<file path="src/rtl/demux4_fifo.sv">
// -----------------------------------------------------------------------------
// demux4_fifo
//
// Buffered 1-to-4 demultiplexer. Each 32-bit input word is steered to one of
// four consumer lanes chosen by in_sel. Every lane has its own small FIFO, so a
// stalled consumer blocks only words addressed to its own lane.
//
// Optional feature macro: DEMUX4_BCAST_EN
//   When defined, the in_bcast input exists. An accepted word with in_bcast = 1
//   is written to all four lanes, and in_ready then requires that no lane is
//   full. When undefined, the block is unicast only and has no in_bcast port.
//
// Parameters
//   DW     data width of every word
//   DEPTH  entries per lane FIFO (power of two, >= 2)
//
// Ports
//   clk        rising-edge clock
//   rst_n      asynchronous active-low reset
//   in_valid   producer has a word
//   in_ready   word can be accepted this cycle (target lane(s) not full)
//   in_sel     destination lane 0..3
//   in_data    input word
//   in_bcast   broadcast request (DEMUX4_BCAST_EN only)
//   out_valid  bit k set while lane k holds at least one word
//   out_ready  bit k set when consumer k takes its head word
//   out_data0..out_data3  head word of each lane (stale while out_valid[k] = 0)
//   xfer_cnt   count of accepted input words, wraps at 16 bits
// -----------------------------------------------------------------------------
module demux4_fifo #(
  parameter int DW    = 32,
  parameter int DEPTH = 2
) (
  input  logic          clk,
  input  logic          rst_n,
  input  logic          in_valid,
  output logic          in_ready,
  input  logic [1:0]    in_sel,
  input  logic [DW-1:0] in_data,
`ifdef DEMUX4_BCAST_EN
  input  logic          in_bcast,
`endif
  output logic [3:0]    out_valid,
  input  logic [3:0]    out_ready,
  output logic [DW-1:0] out_data0,
  output logic [DW-1:0] out_data1,
  output logic [DW-1:0] out_data2,
  output logic [DW-1:0] out_data3,
  output logic [15:0]   xfer_cnt
);

  localparam int PW = (DEPTH > 1) ? $clog2(DEPTH) : 1;
  localparam int CW = PW + 1;
  localparam logic [CW-1:0] FULL_CNT = CW'(DEPTH);

  logic [3:0]    full;
  logic [3:0]    push;
  logic [3:0]    pop;
  logic          accept;
  logic [DW-1:0] head [4];

  // Readiness looks only at occupancy, never at out_ready, so a full lane
  // refuses input even in a cycle where it is popping.
  always_comb begin
`ifdef DEMUX4_BCAST_EN
    if (in_bcast) begin
      in_ready = ~|full;
    end else begin
      in_ready = ~full[in_sel];
    end
`else
    in_ready = ~full[in_sel];
`endif
  end

  assign accept = in_valid && in_ready;

  genvar gi;
  generate
    for (gi = 0; gi < 4; gi++) begin : g_lane
      logic [DW-1:0] mem [DEPTH];
      logic [PW-1:0] wr_ptr_reg;
      logic [PW-1:0] rd_ptr_reg;
      logic [CW-1:0] count_reg;

      assign full[gi]      = (count_reg == FULL_CNT);
      assign out_valid[gi] = (count_reg != '0);
      assign pop[gi]       = out_valid[gi] && out_ready[gi];
      assign head[gi]      = mem[rd_ptr_reg];

`ifdef DEMUX4_BCAST_EN
      assign push[gi] = accept && (in_bcast || (in_sel == 2'(gi)));
`else
      assign push[gi] = accept && (in_sel == 2'(gi));
`endif

      // Storage is cleared on reset so an empty lane reads back 0 afterwards.
      always_ff @(posedge clk or negedge rst_n) begin
        if (!rst_n) begin
          for (int i = 0; i < DEPTH; i++) begin
            mem[i] <= '0;
          end
        end else if (push[gi]) begin
          mem[wr_ptr_reg] <= in_data;
        end
      end

      // Pointers wrap naturally because DEPTH is a power of two.
      always_ff @(posedge clk or negedge rst_n) begin
        if (!rst_n) begin
          wr_ptr_reg <= '0;
          rd_ptr_reg <= '0;
          count_reg  <= '0;
        end else begin
          if (push[gi]) begin
            wr_ptr_reg <= wr_ptr_reg + 1'b1;
          end
          if (pop[gi]) begin
            rd_ptr_reg <= rd_ptr_reg + 1'b1;
          end
          case ({push[gi], pop[gi]})
            2'b10:   count_reg <= count_reg + 1'b1;
            2'b01:   count_reg <= count_reg - 1'b1;
            default: count_reg <= count_reg;
          endcase
        end
      end
    end
  endgenerate

  assign out_data0 = head[0];
  assign out_data1 = head[1];
  assign out_data2 = head[2];
  assign out_data3 = head[3];

  // One count per accepted word, including a broadcast word.
  always_ff @(posedge clk or negedge rst_n) begin
    if (!rst_n) begin
      xfer_cnt <= '0;
    end else if (accept) begin
      xfer_cnt <= xfer_cnt + 16'd1;
    end
  end

endmodule

</file>
<file path="config.mk">
export PLATFORM = sky130hd
export DESIGN_NAME = demux4_fifo
export DESIGN_NICKNAME = d
export VERILOG_FILES = /design/src/rtl/demux4_fifo.sv
export SDC_FILE = /design/constraint.sdc
export NUM_CORES = 1
export LEC_CHECK = 0
export ABC_AREA = 1
export CORE_UTILIZATION = 50
export DETAILED_ROUTE_END_ITERATION = 7
export DONT_BUFFER_PORTS = 1
export GPL_TIMING_DRIVEN = 0
export MAX_ROUTING_LAYER = met4
export PLACE_DENSITY = 0.73
export SLEW_MARGIN = 25
export SYNTH_ARGS = -nofsm -noshare
export SYNTH_HDL_FRONTEND = slang
export SYNTH_SLANG_ARGS = --single-unit
</file>
<file path="constraint.sdc">
create_clock -name clk -period 2.4 [get_ports clk]
set_input_delay 0.24 -clock clk [delete_from_list [all_inputs] [get_ports clk]]
set_output_delay 0.24 -clock clk [all_outputs]
set_load 0.02 [all_outputs]
</file>
**Yosys cells after proc, flatten, opt, wreduce, memory -nomap -nowiden**

Cells that the tools add are included.

- Add/subtract/negate cells: 17
- Multipliers: 0
- Divide/modulo/power cells: 0
- Order comparisons: 13
- Equality and inequality tests: 15
- Shift operators: 0
- Mux-type cells: 30
- Bitwise logic cells: 9
- Reductions and logical operators: 22

Operator list:

| operator | number |
|---|---|
| 32-bit 2-to-1 mux | 16 |
| 64-bit bitwise mux | 4 |
| 32-bit demux with 1-bit select | 4 |
| 2-bit == test (second input constant) | 10 |
| 16-bit by 1-bit adder with 16-bit output (second input constant) | 1 |
| 2-bit greater-or-equal comparator (second input constant) | 8 |
| 1-bit NOT with 2-bit output | 8 |
| 2-bit case mux with 2 select lines | 4 |
| 2-bit nonzero test | 8 |
| 1-bit logical AND | 13 |
| 2-bit by 1-bit == test with 1-bit output (second input constant) | 5 |
| 1-bit adder (second input constant) | 8 |
| 2-bit by 1-bit adder with 2-bit output (second input constant) | 4 |
| 2-bit by 1-bit < comparator with 1-bit output (second input constant) | 4 |
| 2-bit by 1-bit subtractor with 2-bit output (second input constant) | 4 |
| 2-bit by 3-bit < comparator with 1-bit output (second input constant) | 1 |
| 1-bit binary-select mux with 2-bit select | 1 |
| 2-bit zero test | 1 |
| 1-bit 2-to-1 mux | 1 |
| 1-bit NOT | 1 |

- Bits in registers: 288
- Bits in latches: 0
- Bits in writable memories: 0
- ROM bits: 0
- Input port bits: 41
- Output and inout port bits: 149
- Word-level logic and storage cells: 127
- Memories: 0

**Depth between registers and ports, before layout**

Gate-level depths: netlist of the first run.

- Depth in word-level cells: 8
- Depth in mapped cells: 13
- Gate-level depth less buffers: 12

**Least setup slack after synthesis of the first run**

Ideal clock, no wire load.

- Path type: register to register
- Start: register g_lane[1].count_reg[1]
- End: register g_lane[3].count_reg[1]
- Setup time: 0.131 ns
- Data arrival time: 1.737 ns
- Data required time: 2.269 ns
- Setup slack: 0.532 ns
- Cell stages (with the launch flop): 14
- Path buffers: 1
- Clock period less this slack: 1.868 ns
- Cell sequence: dfrtp_1 > inv_1 > nor2_1 > nand2_1 > nand2_1 > inv_1 > nand3_2 > nor2_1 > buf_2 > inv_1 > ha_1 > a21oi_1 > o21ai_0 > xor2_1

- Word-level cells in the longest chain between the ends: 8
- Elaborated cells on any way between the ends: 10
- Those cells by class: 3 x eq/ne; 3 x mux; 1 x bitwise; 3 x reduce/logical

RTL lines:

| what | RTL line | source |
|---|---|---|
| start: declaration | 84 | `logic [CW-1:0] count_reg;` |
| start signal: assignment | 122 | `2'b10: count_reg <= count_reg + 1'b1;` |
| start signal: assignment | 123 | `2'b01: count_reg <= count_reg - 1'b1;` |
| start signal: assignment | 124 | `default: count_reg <= count_reg;` |
| 2-bit == test * | 86 | `assign full[gi] = (count_reg == FULL_CNT);` |
| 1-bit binary-select mux with 2-bit select * | 72 | `in_ready = ~full[in_sel];` |
| 1-bit 2-to-1 mux (not written as such) * | 72 |  |
| 1-bit NOT * | 72 |  |
| 1-bit logical AND * | 76 | `assign accept = in_valid && in_ready;` |
| 1-bit logical AND * | 94 | `assign push[gi] = accept && (in_sel == 2'(gi));` |
| 2-bit by 1-bit == test with 1-bit output or 2-bit == test (tied branches) | 121 | `case ({push[gi], pop[gi]})` |
| 2-bit case mux with 2 select lines or 2-bit nonzero test (tied branches) | -- |  |
| end signal: assignment | 122 |  |
| end signal: assignment | 123 |  |
| end signal: assignment | 124 |  |
| end: declaration | 84 |  |

Every way passes the cells marked *; elsewhere a longest branch is shown, timed or not. The select of a mux whose other input is x is not followed.
A chain may end at the register's enable or synchronous reset.

**Worst setup path in the final report of the first run**

- Start: register g_lane[3].rd_ptr_reg
- End: output out_data3[0]

- Word-level cells in the longest chain between the ends: 4

RTL lines:

| what | RTL line | source |
|---|---|---|
| start: declaration | 83 | `logic [PW-1:0] rd_ptr_reg;` |
| start signal: assignment | 119 | `rd_ptr_reg <= rd_ptr_reg + 1'b1;` |
| 1-bit NOT with 2-bit output (not written as such) | 89 | `assign head[gi] = mem[rd_ptr_reg];` |
| 32-bit 2-to-1 mux (not written as such) (3 in series) | 89 |  |
| end: declaration | 48 | `output logic [DW-1:0] out_data3,` |

No other way between the ends. The select of a mux whose other input is x is not followed.

==> out/metrics.csv, run 1 <==
metric;value;unit
Slew headroom;53.11;%
synth unique cells;19;
Startpoint Class;register;
static leakage;8.231;nW
antenna violations before repair;0;
clock-pin slew on the worst setup and hold paths;0.06;ns
routability cong.;0.8610;
fin util;56.68;%
largest net degree at the start of global routing;289;
met3 WL;3318;microns
starting DRC count in detailed routing;924;
Synth Area per Inst;7.466;sq um
Setup crit end kind;primary output;
ANT nets after route;0;
final hold vios;288;
EDFF count, synth;0;
die area;27190;sq um
CTS buffer count;31;
clk_skew;0.01319;ns
routed wl met2;17680;microns
gr usage total;29.30;%
max reg flops;256;
crit path DAT;2.09;ns
HPWL Detailed;25610;microns
ranking of synthesized cells by area;dfrtp_1 (54%), nand2_1 (31%), nand3_1 (5.2%);
vias in the first global route;11000;
DR pass1 iterations;5;
failing checks;negative hold slack;
vias per cell;5.252;
flops & latches, synth;288;
sequential share of the synthesized area;54.32;%
Final period util;97.16;%
max-cap viol count;0;
worst path required time;2.16;ns
DP Worst Slack;0.02702;ns
via total after detailed routing;11410;
drt wl/cell;17.31;microns
first-pass GRT wire length;59560;microns
setup ws final;0.06807;ns
CORE AREA;26060;sq um
Tot Pwr;0.02181;W
highest metal used;met4;
Die Wd;164.9;microns
final setup violation count;0;
Synth Instances;1777;
synthesized area;13270;sq um
YS warnings;0;
Skew-Pair Late Insertion Delay;0.56;ns
Die Y-Extent;164.9;microns
area grow syn2layout;11.34;%
CP Class;register to primary output;
# DRC;0;
layout cells sized above 1;6.855;%
CTS Root Cell;clkbuf_16;
met1 WL;15730;microns
peak supply drop;0.0007249;V
type of the worst min-delay path;input port to async pin;
Clock Sinks;288;
hold_buf cts;5;
WL final;37620;microns
n_diodes;0;
Post-CTS Setup Inserts;0;
layout net count;1861;
CTS tree;done;
Clock Path Buffers;3;
Fmax;428.8;MHz
slew at the pin with the worst max-slew slack;0.7033;ns
max-slew violations;0;
Port-buffer cells;0;
worst hold-check slack;-0.6164;ns
Net Count, Synth;1823;
total gr overflow;0;
I/O pin count;190;
fraction of registers with async set/reset;100.0;%
initial core utilization;50.91;%
Power Density;1477;nW/um^2
H-tree Lvls;1;
Final Critical Period;2.332;ns
row count;59;
top-area cell type share of the netlist area;54.32;%
area leader, netlist;dfrtp_1;
Crit Path Max Fanout;10;
Top FF cell, synth;dfrtp_1;
outcome;finished with violations;
==> routing by layer <==
metal,vias to the layer above,global-route usage (%)
met2,426,46.47
met3,60,6.931
met4,0,7.882
met5,-,-
li1,5483,-
met1,5443,37.71
==> report_power, final <==
group / switching, W / internal [W]
clock: 0.00198 / 0.00270
sequential: 0.00143 / 0.00713
combinational: 0.00651 / 0.00206
total: 0.00992 / 0.0119
==> stage by stage <==
step | setup TNS (ns) | cells | area, sq um
floorplan | 0 | 1777 | 13270
global placement | 0 | 2112 | 13690
detailed placement | 0 | 2112 | 13690
CTS | 0 | 2173 | 14750
global route | -0.02835 | 2173 | 14770
finish | 0 | 2173 | 14770
==> critical path, stage by stage, from the launching register on <==
cell and delay, ns:
dfrtp_1 0.32, clkbuf_1 0.33, clkbuf_1 0.48, nand2_1 0.15, nand2_1 0.26
==> cell usage after synthesis, types with 4 or more instances <==
master / count
buf_2: 31
nor2_1: 28
clkbuf_2: 29
xor2_1: 17
clkinv_1: 5
dfrtp_1: 288
inv_1: 37
a21oi_1: 4
clkbuf_1: 66
nand3_1: 139
nand2_1: 1093
o21ai_0: 16
xnor2_1: 8
ha_1: 5
nand4_1: 7
==> placed cells by master, fill, tap and decap left out, types with 7 or more instances in the layout <==
cell type	Yosys	routed
xor2_1	17	17
xnor2_1	8	8
o21ai_0	16	16
clkbuf_1	66	63
nand4_1	7	7
clkbuf_16	0	31
nand2_1	1093	1093
buf_2	31	29
clkinv_2	0	7
inv_1	37	37
nand3_1	139	139
clkbuf_8	0	11
clkbuf_2	29	36
dfrtp_1	288	288
nor2_1	28	27
==> path summary, 6_finish.rpt <==
check                                            start                      to  slack [ns]  depth (start not counted)
worst min-delay path                             rst_n       g_lane[1].mem[38]       -0.62                          0
min in group clk                           in_data[30]       g_lane[1].mem[62]        0.03                          3
max in group asynchronous                        rst_n       g_lane[0].mem[62]        2.48                          0
worst max register to register  g_lane[2].count_reg[0]  g_lane[2].count_reg[1]        0.15                         12
worst min register to register       g_lane[1].mem[17]       g_lane[1].mem[17]        0.47                          2
worst max-delay path              g_lane[3].rd_ptr_reg            out_data3[0]        0.07                          4
==> cell families (layout without fill, tap and decap cells) <==
logic type                 Yosys count  in the layout  synth area share [%]
adders and majority gates            5              5                0.4716
and+or+nand+nor                   1270           1270                 37.45
xor gates and xnor gates            25             25                 1.650
DFF                                288            288                 54.32
AOI/OAI and AO/OA                   20             20                0.7545
buffers and inverters              169            230                 5.348
==> repair_timing <==
action | CTS | global route
setup endpoints to repair | 14 | 26
endpoints found under the hold margin | 296 | 288
gates resized for setup | 3 | 19
==> final cells by class <==
cell class	instances	area, sq um
buffer	126	561.8
clock buffer	46	942.2
clock inverter	10	62.56
fill	2444	11290
inverter	43	162.7
multi-input combinational	1320	5365
sequential	288	7207
tap	335	419.2
timing repair buffer	5	50.05
Note: power is estimated with default switching activity, not from simulation.
==> run 2: changes to the inputs <==
==> constraint.sdc (replaced) <==
create_clock -name clk -period 3 [get_ports clk]
set_input_delay 0.3 -clock clk [delete_from_list [all_inputs] [get_ports clk]]
set_output_delay 0.3 -clock clk [all_outputs]
set_load 0.02 [all_outputs]
==> run 2 against run 1 <==
- the flow still finishes with violations (negative hold slack)
- first-iteration DRC count increased by 3.6%
- clock power decreased by 20%
- final area decreased by 0.34%
- cell count about the same
- register-to-register slack improved by 0.43 ns
- die area unchanged
- hold slack improved by 0.059 ns
- sequential power decreased by 20%
- routed wire length about the same
- count of clock-buffer cells in the layout unchanged
- combinational power decreased by 20%
==> out/metrics.csv, run 2 (synthesis gave the netlist of run 1 again) <==
metric;value;unit;change
outcome;finished with violations;;unchanged
failing checks;negative hold slack;;unchanged
CTS buffer count;31;;unchanged
fill cell count;2447;;was 2444
worst hold-check slack;-0.5571;ns;was -0.6164 ns
layout cells sized above 1;6.264;%;was 6.855%
Power Density;1184;nW/um^2;was 1477 nW/um^2
CTS tree;done;;unchanged
Net Switching;0.007926;W;was 0.009916 W
highest metal used;met4;;unchanged
max-slew violations;0;;unchanged
largest net degree at the start of global routing;289;;unchanged
initial core utilization;50.91;%;unchanged
routability cong.;0.8610;;unchanged
# DRC;0;;unchanged
total gr overflow;0;;unchanged
drt wl/cell;17.31;microns;about the same
CORE AREA;26060;sq um;unchanged
peak supply drop;0.0005895;V;was 0.0007249 V
CTS Root Cell;clkbuf_16;;unchanged
ANT nets after route;0;;unchanged
H-tree Lvls;1;;unchanged
clock-pin slew on the worst setup and hold paths;0.07;ns;was 0.06 ns
die area;27190;sq um;unchanged
I/O pin count;190;;unchanged
Final Critical Period;2.544;ns;
slew at the pin with the worst max-slew slack;0.7366;ns;was 0.7033 ns
Startpoint Class;register;;unchanged
max reg flops;256;;unchanged
vias in the first global route;10990;;was 11000
HPWL Detailed;25610;microns;unchanged
DR pass1 iterations;5;;unchanged
RSZ-0062 raised after global routing;false;;
routed wl met2;17720;microns;was 17680 microns
Fmax;393.1;MHz;
via total after detailed routing;11390;;was 11410
worst path required time;2.70;ns;was 2.16 ns
cell-internal power;0.009500;W;was 0.01190 W
Die Y-Extent;164.9;microns;unchanged
layout net count;1859;;was 1861
met3 WL;3321;microns;was 3318 microns
Switching Fraction;45.48;%;was 45.46%
most common cell after layout, fill and taps aside;nand2_1;;unchanged
Slew headroom;50.89;%;was 53.11%
hold_buf cts;3;;was 5
static leakage;8.193;nW;was 8.231 nW
Crit Path Max Fanout;10;;unchanged
most frequent cells in the layout;nand2_1 (1093), dfrtp_1 (288), nand3_1 (139), clkbuf_1 (70), inv_1 (37);;was nand2_1 (1093), dfrtp_1 (288), nand3_1 (139), clkbuf_1 (63), inv_1 (37)
Clock Path Buffers;3;;unchanged
Comb pwr share;39.2;%;was 39.3%
Skew-Pair Late Insertion Delay;0.56;ns;about the same
clk_skew;0.01246;ns;was 0.01319 ns
starting DRC count in detailed routing;957;;was 924
Clock Sinks;288;;unchanged
n_diodes;0;;unchanged
met1 WL;15710;microns;was 15730 microns
final setup violation count;0;;unchanged
first-pass GRT wire length;59460;microns;was 59560 microns
Port-buffer cells;0;;unchanged
Final period util;84.80;%;
area grow syn2layout;10.96;%;was 11.34%
Setup crit end kind;primary output;;unchanged
gr usage total;29.24;%;was 29.30%
final hold vios;289;;was 288
CP Class;register to primary output;;unchanged
type of the worst min-delay path;input port to async pin;;unchanged
crit path DAT;2.24;ns;was 2.09 ns
vias per cell;5.247;;was 5.252
max-cap viol count;0;;unchanged
share of power burned in registers;39.3;%;about the same
clock power share;21.5;%;about the same
Die Wd;164.9;microns;unchanged
Setup TNS;0;ns;unchanged
WL final;37590;microns;was 37620 microns
antenna violations before repair;0;;unchanged
row count;59;;unchanged
==> run 2: timing repair <==
item / 4_1_cts / 5_1_grt
endpoints found under the hold margin: 291 / 288
buffers inserted: 0 / 0
setup endpoints to repair: 0 / 0
resized for setup: 0 / 0
==> run 2: worst max-delay path, stage by stage (launching register included) <==
cell and delay [ns]:
dfrtp_1 0.36, clkbuf_1 0.17, clkinv_1 0.18, clkbuf_1 0.57, nand2_1 0.15, nand2_1 0.25
==> run 2: power by group through the flow <==
stage	Sequential [W]	Clock (W)	Combinational, W
finish	0.00685	0.00375	0.00683
global placement	0.00680	0	0.00665
floorplan	0.00662	0	0.00532
global route	0.00709	0.00393	0.00763
detailed placement	0.00686	0	0.00682
CTS	0.00683	0.00378	0.00684
==> run 2: final timing paths <==
path | startpoint | to | slack (ns) | depth (start not counted)
max | g_lane[1].rd_ptr_reg | out_data1[21] | 0.46 | 5
min | rst_n | g_lane[1].mem[38] | -0.56 | 0
max reg2reg | g_lane[0].count_reg[1] | g_lane[3].count_reg[1] | 0.58 | 13
min reg2reg | g_lane[0].mem[52] | g_lane[0].mem[52] | 0.47 | 2
max in group asynchronous | rst_n | g_lane[3].mem[21] | 2.93 | 0
min in group clk | out_ready[1] | g_lane[1].rd_ptr_reg | 0 | 2
==> run 2: final cells by class <==
class	instances	area (sq um)	share of cell area, %
clock inverters	10	62.56	0.4250
multi-input cells	1320	5350	36.35
clock buffers	46	942.2	6.400
repair buffers	3	30.03	0.2040
inverters	43	161.4	1.096
flip-flops and latches	288	7207	48.96
plain buffers	126	548.0	3.723
well taps	335	419.2	2.847
==> run 2: metrics by stage <==
stage               util (%)  total power [W]  area [sq um]  worst slack, ns  instances
floorplan                  -          0.01194         13270            1.132       1777
global placement       52.52          0.01345         13690           0.6731       2112
detailed placement     52.52          0.01368         13690           0.6270       2112
CTS                    56.49          0.01745         14720           0.4972       2171
global route           56.49          0.01865         14720           0.3282       2171
finish                 56.49          0.01743         14720           0.4561       2171
==> run 2: metal layers <==
metal	GRT usage, %	vias up
met3	6.931	54
met1	37.66	5445
met4	7.923	0
met5	-	-
li1	-	5468
met2	46.29	425
==> run 3: changes to the inputs <==
==> constraint.sdc (replaced) <==
create_clock -name clk -period 2.59 [get_ports clk]
set_input_delay 0.259 -clock clk [delete_from_list [all_inputs] [get_ports clk]]
set_output_delay 0.259 -clock clk [all_outputs]
set_load 0.02 [all_outputs]
==> run 3 against run 2 <==
- the flow still finishes with violations (negative hold slack)
- core utilization increased by 0.086 points
- global-route usage hardly changed
- count of clock-buffer cells in the layout unchanged
- via count decreased by 0.27%
- hold slack got worse by 0.036 ns
- power increased by 16%
- setup slack worse by 0.36 ns
- first-iteration DRC count shrank 1.8%
- combinational power grew 16%
- sequential share of layout area shrank 0.075 points
- final area rose by 0.15%
- critical endpoint unchanged
- largest cell class unchanged
==> out/metrics.csv, run 3 (synthesis gave the netlist of run 1 again) <==
metric;value;unit;change
Post-CTS Setup Inserts;0;;unchanged
routability cong.;0.8610;;unchanged
WL final;37490;microns;was 37590 microns
CTS tree;done;;unchanged
peak supply drop;0.0006768;V;was 0.0005895 V
static leakage;8.201;nW;was 8.193 nW
worst hold-check slack;-0.5930;ns;was -0.5571 ns
fill cell count;2449;;was 2447
antenna violations before repair;0;;unchanged
die area;27190;sq um;unchanged
total gr overflow;0;;unchanged
vias per cell;5.228;;was 5.247
most common cell after layout, fill and taps aside;nand2_1;;unchanged
HPWL Detailed;25610;microns;unchanged
clk_skew;0.01228;ns;was 0.01246 ns
max-cap viol count;0;;unchanged
Clock Path Buffers;3;;unchanged
Slew headroom;53.02;%;was 50.89%
vias in the first global route;10990;;about the same
Die Y-Extent;164.9;microns;unchanged
worst path required time;2.33;ns;was 2.70 ns
layout cells sized above 1;6.311;%;was 6.264%
drt wl/cell;17.25;microns;was 17.31 microns
gr usage total;29.27;%;was 29.24%
CTS buffer count;31;;unchanged
Final Critical Period;2.491;ns;
final instance area;14740;sq um;was 14720 sq um
row count;59;;unchanged
Skew-Pair Late Insertion Delay;0.56;ns;about the same
via total after detailed routing;11360;;was 11390
final setup violation count;0;;unchanged
Port-buffer cells;0;;unchanged
Die Wd;164.9;microns;unchanged
Startpoint Class;register;;unchanged
Setup TNS;0;ns;unchanged
Fmax;401.5;MHz;
initial core utilization;50.91;%;unchanged
area grow syn2layout;11.13;%;was 10.96%
max reg flops;256;;unchanged
most frequent cells in the layout;nand2_1 (1093), dfrtp_1 (288), nand3_1 (139), clkbuf_1 (70), inv_1 (37);;unchanged
Clock Sinks;288;;unchanged
max-slew violations;0;;unchanged
CP Class;register to primary output;;unchanged
Power Density;1368;nW/um^2;was 1184 nW/um^2
ANT nets after route;0;;unchanged
starting DRC count in detailed routing;940;;was 957
hold_buf cts;5;;was 3
largest net degree at the start of global routing;289;;unchanged
CORE AREA;26060;sq um;unchanged
Crit Path Max Fanout;10;;unchanged
n_diodes;0;;unchanged
clock-pin slew on the worst setup and hold paths;0.07;ns;about the same
CTS Root Cell;clkbuf_16;;unchanged
type of the worst min-delay path;input port to async pin;;unchanged
layout net count;1861;;was 1859
final hold vios;288;;was 289
# DRC;0;;unchanged
I/O pin count;190;;unchanged
slew at the pin with the worst max-slew slack;0.7046;ns;was 0.7366 ns
Tot Pwr;0.02017;W;was 0.01743 W
crit path DAT;2.23;ns;was 2.24 ns
DR pass1 iterations;5;;unchanged
outcome;finished with violations;;unchanged
multi-input combinational cell area;5353;sq um;was 5350 sq um
Placed Instance Area;13690;sq um;unchanged
first-pass GRT wire length;59500;microns;was 59460 microns
failing checks;negative hold slack;;unchanged
Final period util;96.17;%;
fin util;56.58;%;was 56.49%
H-tree Lvls;1;;unchanged
Setup crit end kind;primary output;;unchanged
Sequential Area;7207;sq um;unchanged
RSZ-0062 raised after global routing;false;;unchanged
-- run 3: per-stage QoR --
step | instances | setup slack [ns]
after floorplan | 1777 | 0.7223
after global placement | 2112 | 0.2631
after detailed placement | 2112 | 0.2170
after CTS | 2173 | 0.1282
after global routing | 2173 | 0.008629
final | 2173 | 0.09918
-- run 3: power breakdown --
group	internal, W	total, W	switching [W]	leakage, nW
Sequential	0.00661	0.00794	0.00133	3.61
Combinational	0.00189	0.00790	0.00601	4.09
Clock	0.00250	0.00433	0.00183	0.499
Total	0.0110	0.0202	0.00916	8.20
-- run 3: layout make-up --
cell class | count | share of cell area [%]
sequential | 288 | 48.88
inverter | 43 | 1.095
buffer | 126 | 3.717
multi-input combinational | 1320 | 36.31
clock inverter | 10 | 0.4243
clock buffer | 46 | 6.391
tap | 335 | 2.843
timing repair buffer | 5 | 0.3395
-- run 3: path summary, 6_finish.rpt --
path                            slack, ns  cells after the start                      to                   start
worst min register to register       0.47                      2       g_lane[1].mem[55]       g_lane[1].mem[55]
min in group clk                     0.03                      3        g_lane[2].mem[0]                in_valid
worst max-delay path                  0.1                      5           out_data1[21]    g_lane[1].rd_ptr_reg
max in group asynchronous            2.77                      0             xfer_cnt[9]                   rst_n
worst min-delay path                -0.59                      0       g_lane[1].mem[38]                   rst_n
worst max register to register       0.25                     13  g_lane[3].count_reg[1]  g_lane[0].count_reg[1]
-- run 3: metal layers --
metal | wire length, microns | part of all wire [%] | track usage, %
met2 | 17720 | 47 | 46.49
met3 | 3416 | 9.1 | 6.931
met5 | 0 | 0 | -
met1 | 15520 | 41 | 37.65
met4 | 828 | 2.2 | 7.756
-- run 3: timing repair --
item	CTS	global route
setup endpoints to repair	0	1
hold endpoints to repair	293	288
gates resized for setup	0	1
-- run 3: critical path, stage by stage, from the launching register on --
cell      delay [ns]
dfrtp_1         0.36
clkbuf_1        0.17
clkinv_1        0.18
clkbuf_1        0.57
nand2_1         0.15
nand2_1         0.25
